===== src/rtl/arith_pkg.sv =====
// rtl/arith_pkg.sv - shared arithmetic datapath types, widths and helpers
package arith_pkg;

  typedef enum logic [1:0] {IDLE, RUN, DONE} div_state_t;

  // Defaults match the multiplier: dividend holds an m+n product, divisor is n wide
  localparam int DIV_M = 16;
  localparam int DIV_N = 8;

  function automatic int clog2(input int value);
    int w;
    w = 1;
    while ((1 << w) < value) w++;
    return w;
  endfunction

endpackage


===== src/rtl/divider_step.sv =====
// rtl/divider_step.sv - one restoring shift-and-conditional-subtract step
module divider_step #(
  parameter int N = 8
) (
  input  logic [N-1:0] pr,
  input  logic         dq_msb,
  input  logic [N-1:0] divisor,
  output logic [N-1:0] pr_out,
  output logic         qbit
);

  // Compare at N+1 bits; the kept remainder is always < divisor so N bits hold it
  logic [N:0]   pr_next;
  logic [N-1:0] diff;

  assign pr_next = {pr, dq_msb};
  assign qbit    = (pr_next >= {1'b0, divisor});
  assign diff    = pr_next[N-1:0] - divisor;
  assign pr_out  = qbit ? diff : pr_next[N-1:0];

endmodule


===== src/rtl/shift_subtract_binary_divider.sv =====
// rtl/shift_subtract_binary_divider.sv - sequential unsigned restoring divider, one quotient bit per clock
module shift_subtract_binary_divider
  import arith_pkg::*;
#(
  parameter int M = DIV_M,
  parameter int N = DIV_N
) (
  input  logic         clk,
  input  logic         rst,
  input  logic         start,
  input  logic [M-1:0] dividend,
  input  logic [N-1:0] divisor,
  output logic         busy,
  output logic         done,
  output logic [M-1:0] quotient,
  output logic [N-1:0] remainder,
  output logic         div_by_zero
);

  localparam int CW = clog2(M);

  div_state_t    state, state_next;
  logic [N-1:0]  pr;
  logic [M-1:0]  dq;
  logic [N-1:0]  dvs;
  logic [CW-1:0] cnt;
  logic          dz;
  logic [N-1:0]  pr_step;
  logic          qbit;
  logic [M-1:0]  dq_shift;
  logic          accept;
  logic          last;

  assign accept   = start && (state != RUN);
  assign last     = (cnt == CW'(M - 1));
  assign dq_shift = {dq[M-2:0], qbit};
  assign busy     = (state == RUN);
  assign done     = (state == DONE);

  divider_step #(.N(N)) u_step (
    .pr      (pr),
    .dq_msb  (dq[M-1]),
    .divisor (dvs),
    .pr_out  (pr_step),
    .qbit    (qbit)
  );

  always_ff @(posedge clk or posedge rst) begin
    if (rst) state <= IDLE;
    else     state <= state_next;
  end

  // A zero divisor spends a single RUN cycle so its done lands one edge after acceptance
  always_comb begin
    state_next = state;
    case (state)
      IDLE:    state_next = start ? RUN : IDLE;
      RUN:     if (dz || last) state_next = DONE;
      DONE:    state_next = start ? RUN : IDLE;
      default: state_next = IDLE;
    endcase
  end

  always_ff @(posedge clk or posedge rst) begin
    if (rst) begin
      pr          <= '0;
      dq          <= '0;
      dvs         <= '0;
      cnt         <= '0;
      dz          <= 1'b0;
      quotient    <= '0;
      remainder   <= '0;
      div_by_zero <= 1'b0;
    end else if (accept) begin
      pr  <= '0;
      dq  <= dividend;
      dvs <= divisor;
      cnt <= '0;
      dz  <= (divisor == '0);
    end else if (state == RUN) begin
      if (dz) begin
        quotient    <= '1;
        remainder   <= dq[N-1:0];
        div_by_zero <= 1'b1;
      end else begin
        pr  <= pr_step;
        dq  <= dq_shift;
        cnt <= cnt + 1'b1;
        // Results are published only on the final step so outputs never show partials
        if (last) begin
          quotient    <= dq_shift;
          remainder   <= pr_step;
          div_by_zero <= 1'b0;
        end
      end
    end
  end

endmodule

===== config.mk =====
export PLATFORM = sky130hd
export DESIGN_NAME = shift_subtract_binary_divider
export DESIGN_NICKNAME = d
export VERILOG_FILES = /design/src/rtl/arith_pkg.sv /design/src/rtl/divider_step.sv /design/src/rtl/shift_subtract_binary_divider.sv
export SDC_FILE = /design/constraint.sdc
export NUM_CORES = 1
export LEC_CHECK = 0
export BUFFER_PORTS_ARGS = -buffer_cell sky130_fd_sc_hd__clkbuf_2
export CAP_MARGIN = 40
export CORE_ASPECT_RATIO = 1.4
export CORE_UTILIZATION = 55
export DETAILED_ROUTE_END_ITERATION = 6
export PLACE_DENSITY = 0.86
export SKIP_LAST_GASP = 1
export SYNTH_ARGS = -nofsm -noshare
export SYNTH_HDL_FRONTEND = slang
export SYNTH_SLANG_ARGS = --single-unit

===== constraint.sdc =====
create_clock -name clk -period 2.37 [get_ports clk]
set_clock_uncertainty 0.15 [all_clocks]
set_input_delay 0.1185 -clock clk [delete_from_list [all_inputs] [get_ports clk]]
set_output_delay 0.1185 -clock clk [all_outputs]
set_load 0.01 [all_outputs]

Word level (Yosys, flattened, before mapping)

Index checks and enable logic that the tools add are counted.

$add $sub $neg: 2
Bitwise operators: 1
Magnitude comparators: 1
Equality and inequality tests: 6
Reductions and logical operators: 9
Muxes and demuxes: 19

Operators by type and width:

| operator              | count |
|---|---|
| $mux W16              | 5 |
| $mux W8               | 6 |
| $mux W4               | 3 |
| $ge A9 B8 Y1          | 1 |
| $logic_not A8 Y1      | 1 |
| $sub A8 B8 Y8         | 1 |
| $ne A2 B1 Y1 const B  | 3 |
| $add A4 B1 Y4 const B | 1 |
| $eq A4 B4 Y1 const B  | 1 |
| $pmux W2 S2           | 1 |
| $reduce_bool A2 Y1    | 2 |
| $mux W1               | 3 |
| $reduce_and A3 Y1     | 1 |
| $eq A2 B1 Y1 const B  | 1 |
| $eq A2 B2 Y1 const B  | 1 |
| $logic_not A2 Y1      | 1 |
| $mux W2               | 1 |
| $reduce_and A2 Y1     | 1 |
| $reduce_or A2 Y1      | 1 |
| $logic_and A1 B1 Y1   | 1 |
| $logic_or A1 B1 Y1    | 1 |
| $not A1 Y1            | 1 |

Output and inout bits: 27
Bits in registers: 64
Logic and storage cells: 47

Longest topological paths before layout

Gate-level depths: netlist of run 1.

Word-level depth: 5
Mapped depth: 9
Gate-level depth less buffers: 9

By module

A second synthesis of run 1 with hierarchy kept.

Cell total of the unflattened synthesis: 319
Area total of the unflattened synthesis: 3,318.2 um^2

By module, submodules not included:

| module                        | area an instance (um^2) | instances | cells each | sequential area each (um^2) |
|---|---|---|---|---|
| shift_subtract_binary_divider | 2,778.9                 | 1         | 253        | 1,601.5 |
| divider_step                  | 539.3                   | 1         | 66         | 0.0 |

Worst setup path after synthesis of run 1

OpenSTA, ideal clock, no wires.

Path kind: register to register
From: reg dq[15]
To: reg remainder[6]
Library setup time: 124 ps
Data required time: 2,096 ps
Buffers on the path: 0
Stages on the path, launching flop included: 9
Arrival: 1,862 ps
Slack: 234 ps
Cell sequence: dfrtp_1 > inv_1 > ha_1 > inv_1 > fa_1 > a211oi_1 > or4b_1 > o2111ai_1 > o31a_1

Word-level cells in the longest chain between the ends: 4
Elaborated cells between the ends (all ways): 5
Classes of those cells: 1 x add/sub; 1 x order compare; 3 x mux

RTL lines:

| item                                          | line                                   | RTL |
|---|---|---|
| start: declaration                            | shift_subtract_binary_divider.sv:24    | `logic [M-1:0] dq;` |
| start signal: assignment                      | shift_subtract_binary_divider.sv:76    | `dq <= dividend;` |
| start signal: assignment                      | shift_subtract_binary_divider.sv:87    | `dq <= dq_shift;` |
| $sub A8 B8 Y8 or $ge A9 B8 Y1 (tied branches) | divider_step.sv:18, divider_step.sv:17 |  |
| $mux W8 (*)                                   | divider_step.sv:19                     | `assign pr_out = qbit ? diff : pr_next[N-1:0];` |
| $mux W8 (*)                                   | shift_subtract_binary_divider.sv:90    | `if (last) begin` |
| $mux W8 (*)                                   | shift_subtract_binary_divider.sv:81    | `if (dz) begin` |
| end signal: assignment                        | shift_subtract_binary_divider.sv:83    | `remainder <= dq[N-1:0];` |
| end signal: assignment                        | shift_subtract_binary_divider.sv:92    | `remainder <= pr_step;` |
| end: declaration                              | shift_subtract_binary_divider.sv:16    | `output logic [N-1:0] remainder,` |

Every way passes the cells marked *; elsewhere a longest branch is shown, timed or not. The select of a mux whose other input is x is not followed.
A chain may end at the register's enable or synchronous reset.

Worst setup path after layout of run 1

Same ends and word-level chain as after synthesis.

==> metrics.md, run 1 <==
| Metric | Value |
|---|---|
| Instance count of the mapped netlist | 326 |
| Clk sinks | 64 |
| Routed wire length per instance | 17.4 um |
| Number of distinct library cells after synthesis | 54 |
| Via count | 2992 |
| Req. time, crit path | 2.47 ns |
| Sw Ratio | 43.8% |
| Relative slew slack | 54.8% |
| Number of synthesized flops with an enable pin | 0 |
| RePlAce Congestion | 0.916 |
| Register area share after synthesis | 49.6% |
| Minimum clock period | 2.29 ns |
| Footprint of the multi-input gates | 0.00150 mm2 |
| Fraction of layout cells with a size suffix above 1 | 23.9% |
| Number of inserted diodes | 0 |
| Clock transition at the registers of the reported paths | 0.08 ns |
| Synth area leaders | dfrtp_1 (50%), nand2_1 (6.4%), o22a_1 (4.1%) |
| Worst EP arrival | 2.38 ns |
| Pins Over Slew Limit | 0 |
| NetSw | 0.00281 W |
| Share of the synthesized area in the top cell type | 49.6% |
| Final Cycle Share | 96.6% |
| Longest Clk Path Bufs | 2 |
| I/O pins | 54 |
| 1st-pass router iterations | 5 |
| RSZ-0062 raised after global routing | true |
| # Post-CTS Setup Buffers | 0 |
| Drt total wl | 8470 um |
| Pwr/cell area | 1570 mW/mm2 |
| Clock Power Share | 14.7% |
| Combinational Power Share | 54.3% |
| Measured slew at the worst slew-check pin | 0.677 ns |
| Endpoints failing setup | 0 |
| Cell Rows | 32 |
| Die footprint | 0.00619 mm2 |
| Vias/cell | 6.14 |
| CORE AREA | 0.00557 mm2 |
| Ys async rst share | 100% |
| Total GRT Usage | 30.5% |
| Root Buffer | clkbuf_8 |
| Leakage | 1.86 nW |
| Top FF cell, synth | dfrtp_1 |
| Gr ovfl total | 0 |
| Startpoint types | flop |
| Status | completed |
| Fmax | 437 MHz |
| Crit Path Category | flop to flop |
| Fin. Hold Viols | 0 |
| Worst hold path type | input pin to async pin |
| Initial Util | 58.0% |
| Post-Syn Area per Cell | 9.91 um2 |
| Min Hold Slack | 0.245 ns |
| Reg power frac | 30.9% |
| Top cells by count, synth | dfrtp_1 (64), nand2_1 (55), o21ai_0 (19) |
| Final core occ | 73.7% |
| CP Capture Type | flop |
| Htree depth | 3 |
| Syn Nets | 363 |
| Buffers on Ports | 53 |
| Ys Warns | 0 |
| CP max-delay cell | dfrtp_1 |
| Die Y | 92.7 um |
| Clk_lat worst skew | 0.36 ns |
| NumNets Final | 451 |
| TritonCTS Buffers | 9 |
| Critical path peak fanout | 3 |
| Layout area overhead | 26.9% |
| Storage element area | 0.00160 mm2 |
| Most used cell, CP | inv_1 |
| Detail Route Antenna Nets | 0 |
| Pin count of the biggest net entering global routing | 34 |
| CTS tree | built |
| Max Cap Viol | 0 |
| Vias in the first global route | 2984 |
| Crit path largest cell delay | 0.39 ns |
| Peak supply drop | 989 uV |
| Crit path cell chain | inv_1, ha_1, inv_1, fa_2, a211oi_4, or4b_1, o2111ai_1, o31a_1 |
| Cell taking the most area after synthesis | dfrtp_1 |
| Die W | 66.8 um |
| Fillers | 365 |
| Post-detail-place hpwl | 5620 um |
| Mapped Area | 0.00323 mm2 |
| P_int | 0.00361 W |
| DR DRC count | 0 |
| Antenna violations before repair | 0 |
| #FFs+latches synth | 64 |
| First-pass GRT wire length | 14000 um |
| Count leader, synth | dfrtp_1 |
| Iter 0 DRT Violations | 233 |
[cells by family (layout without fill, tap and decap cells)]
| logic type | after synthesis | in the layout | synth area share, % |
|---|---|---|---|
| simple gates | 97 | 97 | 14.0 |
| compound gates | 114 | 114 | 25.8 |
| xor+xnor | 5 | 5 | 1.36 |
| fa+ha+maj | 10 | 10 | 4.11 |
| mux | 1 | 1 | 0.349 |
| buf+inv | 35 | 128 | 4.88 |
| flops | 64 | 64 | 49.6 |
[per-stage QoR]
stage	instance area (um2)	worst slack (ns)	instances	setup TNS [ns]	power [W]
after floorplan	3230	0.234	326	0	0.00429
after CTS	4080	0.0756	487	0	0.00628
after global placement	3610	0.100	445	0	0.00510
after global routing	4100	-0.0746	487	-0.0934	0.00689
final	4100	0.0815	487	0	0.00642
after detailed placement	3610	-0.0189	445	-0.0189	0.00524
[timing repair]
item | CTS | global route
pin swaps | 0 | 2
endpoints found under the hold margin | 57 | 0
endpoints found under the setup margin | 1 | 7
resized for setup | 1 | 4
hold buffers | 26 | 0
[area by class of cell]
| cell class | count | share of cell area, % |
|---|---|---|
| Clock buffer | 11 | 3.45 |
| Sequential cell | 64 | 39.1 |
| Timing Repair Buffer | 97 | 16.1 |
| Tap cell | 68 | 2.08 |
| Inverter | 15 | 1.37 |
| Clock inverter | 5 | 1.37 |
| Multi-Input combinational cell | 227 | 36.5 |
[sequential cells by signal, summed over array words and instances, names as in the netlist]
register	cells
dq	16
dz	1
state	2
dvs	8
cnt	4
quotient	16
remainder	8
pr	8
div_by_zero	1
[routing by layer]
metal / routed length (um) / share of wire, % / vias up / track usage, %
li1: - / - / 1380 / -
met1: 3330 / 39 / 1454 / 36.8
met2: 4330 / 51 / 132 / 50.1
met3: 550 / 6.5 / 26 / 7.27
met4: 255 / 3.0 / 0 / 14.4
met5: 0 / 0 / - / 0
[critical path: cells and delay by family, from the launching register on]
kind                     cells  cell delay (ns)
flip-flops                   1             0.39
AND/OR/NAND/NOR              1             0.15
AO/OA/AOI/OAI                3             0.73
adder cells (fa/ha/maj)      2             0.56
buffers and inverters        2             0.19
[worst paths after layout]
| check | from | endpoint | slack, ns | cells past startpoint |
|---|---|---|---|---|
| max | dq[15] | remainder[6] | 0.08 | 8 |
| min | rst | dq[14] | 0.24 | 3 |
| max reg2reg | dq[15] | remainder[6] | 0.08 | 8 |
| min reg2reg | quotient[5] | quotient[5] | 0.36 | 1 |
| max in group asynchronous | rst | remainder[7] | 1.10 | 4 |
| min in group clk | quotient[5] | quotient[5] | 0.36 | 1 |
[cell usage in the layout (no fill, tap or decap), types with 2 or more instances in the layout]
| cell type | count |
|---|---|
| a211oi_1 | 6 |
| a211oi_4 | 2 |
| a21o_1 | 3 |
| a21oi_1 | 9 |
| a221oi_1 | 7 |
| a22oi_1 | 15 |
| a31oi_1 | 10 |
| a32oi_1 | 2 |
| and2_1 | 3 |
| and3_1 | 3 |
| buf_4 | 18 |
| clkbuf_2 | 53 |
| clkbuf_8 | 10 |
| clkinv_2 | 2 |
| dfrtp_1 | 64 |
| dlygate4sd3_1 | 26 |
| ha_1 | 8 |
| inv_1 | 13 |
| inv_2 | 2 |
| nand2_1 | 55 |
| nand3_1 | 9 |
| nand4_1 | 2 |
| nor2_1 | 7 |
| nor2_2 | 2 |
| nor2b_1 | 3 |
| nor3_1 | 3 |
| nor3b_1 | 3 |
| nor4_1 | 2 |
| o211ai_1 | 5 |
| o21ai_0 | 19 |
| o21ai_1 | 2 |
| o22a_1 | 15 |
| o22ai_1 | 3 |
| o31ai_1 | 4 |
| xnor2_1 | 2 |
| xor2_1 | 3 |
[power groups by stage]
| stage | combinational (W) | clock, W | sequential [W] |
|---|---|---|---|
| after detailed placement | 0.00326 | 0 | 0.00199 |
| after global placement | 0.00315 | 0 | 0.00196 |
| final | 0.00349 | 0.000947 | 0.00199 |
| after floorplan | 0.00234 | 0 | 0.00195 |
| after CTS | 0.00336 | 0.000957 | 0.00197 |
| after global routing | 0.00385 | 0.00100 | 0.00204 |
No activity file was read; power rests on OpenSTA's default activity.
==> inputs of run 2 (changes only) <==
--- a/config.mk
+++ b/config.mk
@@ -11,6 +11,7 @@
 export CORE_UTILIZATION = 55
 export DETAILED_ROUTE_END_ITERATION = 6
 export PLACE_DENSITY = 0.86
+export RECOVER_POWER = 100
 export SKIP_LAST_GASP = 1
 export SYNTH_ARGS = -nofsm -noshare
 export SYNTH_HDL_FRONTEND = slang
==> metrics.md, run 2 (synthesis gave the netlist of run 1 again) <==
| Metric | Value |
|---|---|
| Die footprint | 0.00619 mm2 |
| Die W | 66.8 um |
| Combinational Power Share | 53.9% |
| Pins Over Slew Limit | 0 |
| CP Buf/Inv Count | 2 |
| Clk sinks | 64 |
| Fraction of layout cells with a size suffix above 1 | 16.2% |
| Measured slew at the worst slew-check pin | 1.22 ns |
| Min Hold Slack | 0.356 ns |
| Status | completed |
| RePlAce Congestion | 0.916 |
| Minimum clock period | 2.28 ns |
| Antenna violations before repair | 0 |
| I/O pins | 54 |
| Drt total wl | 8490 um |
| CP Capture Type | flop |
| Post-detail-place hpwl | 5620 um |
| CTS tree | built |
| Endpoints failing setup | 0 |
| Via count | 3007 |
| Final core occ | 72.7% |
| Max Cap Viol | 0 |
| 1st-pass router iterations | 5 |
| DR DRC count | 0 |
| Pin count of the biggest net entering global routing | 34 |
| NetSw | 0.00281 W |
| # Post-CTS Setup Buffers | 0 |
| Layout area overhead | 25.3% |
| Most common cell after layout, fill and taps aside | dfrtp_1 |
| Most used cell, CP | inv_1 |
| Gr ovfl total | 0 |
| P_int | 0.00355 W |
| Fmax | 438 MHz |
| Crit Path Category | flop to flop |
| Clk_lat worst skew | 0.36 ns |
| TritonCTS Buffers | 9 |
| Vias/cell | 6.17 |
| Critical path peak fanout | 3 |
| CORE AREA | 0.00557 mm2 |
| Post-Layout Cell Count | 487 |
| Most frequent cells in the layout | dfrtp_1 (64), nand2_1 (55), clkbuf_1 (30) |
| Iter 0 DRT Violations | 229 |
| Req. time, crit path | 2.47 ns |
| CP max-delay cell | dfrtp_1 |
| Final Cycle Share | 96.4% |
| Fin. Hold Viols | 0 |
| First-pass GRT wire length | 14000 um |
| Clock transition at the registers of the reported paths | 0.07 ns |
| Relative slew slack | 18.7% |
| Buffers on Ports | 53 |
| Reg power frac | 31.2% |
| NumNets Final | 451 |
| Startpoint types | flop |
| Peak supply drop | 990 uV |
| Initial Util | 58.0% |
| Crit path largest cell delay | 0.39 ns |
| Regs by FF count | dq x16, quotient x16 |
| Root Buffer | clkbuf_8 |
| Detail Route Antenna Nets | 0 |
| Htree depth | 3 |
| Delay-heaviest family, CP | compound AO/OA/AOI/OAI gates |
| Worst EP arrival | 2.38 ns |
| Cell Rows | 32 |
| Die Y | 92.7 um |
| Routed wire length per instance | 17.4 um |
| Internal reg-to-reg setup slack | 0.09 ns |
| Clock Power Share | 14.9% |
| Worst hold path type | flop to flop |
| Vias in the first global route | 2984 |
| Total GRT Usage | 30.5% |
| Crit path cell chain | inv_1, ha_1, inv_1, fa_2, a211oi_4, or4b_1, o2111ai_1, o31a_1 |
| Pwr/cell area | 1570 mW/mm2 |
| Longest Clk Path Bufs | 2 |
| Placed cell count | 445 |
| Number of inserted diodes | 0 |
| Sw Ratio | 44.2% |
| RSZ-0062 raised after global routing | true |
| Leakage | 1.78 nW |
-- run 2: routing by layer --
metal	vias to the layer above	GRT usage, %	wire (um)
met4	0	14.4	219
met3	22	7.27	552
met2	140	50.1	4400
met1	1462	36.8	3320
li1	1383	-	-
met5	-	0	0
-- run 2: per-stage QoR --
| step | instance area, um2 | TNS, ns | total power (W) | setup slack (ns) |
|---|---|---|---|---|
| after global routing | 4050 | -0.0934 | 0.00683 | -0.0746 |
| after floorplan | 3230 | 0 | 0.00429 | 0.234 |
| after detailed placement | 3610 | -0.0189 | 0.00524 | -0.0189 |
| final | 4050 | 0 | 0.00636 | 0.0857 |
| after global placement | 3610 | 0 | 0.00510 | 0.100 |
| after CTS | 4080 | 0 | 0.00628 | 0.0756 |
-- run 2: final timing paths --
kind,startpoint,to,cells past startpoint
setup / recovery,dq[15],remainder[6],8
hold / removal,quotient[5],quotient[5],1
setup reg to reg,dq[15],remainder[6],8
hold reg to reg,quotient[5],quotient[5],1
max in group asynchronous,rst,quotient[0],4
min in group asynchronous,rst,dq[14],3
-- run 2: worst reg2reg max path: cells and delay by family (launching register included) --
family	cells	cell delay [ns]
AND/OR/NAND/NOR	1	0.15
flip-flops	1	0.39
buffers and inverters	2	0.19
adder cells (fa/ha/maj)	2	0.57
AO/OA/AOI/OAI	3	0.73
-- run 2: power groups by stage --
stage / logic [W] / clock network [W] / registers, W
5_1_grt: 0.00379 / 0.00100 / 0.00204
4_1_cts: 0.00336 / 0.000957 / 0.00197
6_report: 0.00343 / 0.000950 / 0.00198
2_1_floorplan: 0.00234 / 0 / 0.00195
3_5_place_dp: 0.00326 / 0 / 0.00199
3_3_place_gp: 0.00315 / 0 / 0.00196
-- run 2: area by class of cell --
class	instances	area, um2
Sequential cell	64	1600
Fill cell	390	1520
Multi-Input combinational cell	227	1500
Timing Repair Buffer	97	612
Clock buffer	11	141
Tap cell	68	85.1
Clock inverter	5	56.3
Inverter	15	56.3
-- run 2: repair_timing --
item / 4_1_cts / 5_1_grt
pin swaps: 0 / 2
endpoints found under the hold margin: 57 / 0
hold buffers: 26 / 0
gates resized for setup: 1 / 4
setup endpoints to repair: 1 / 7
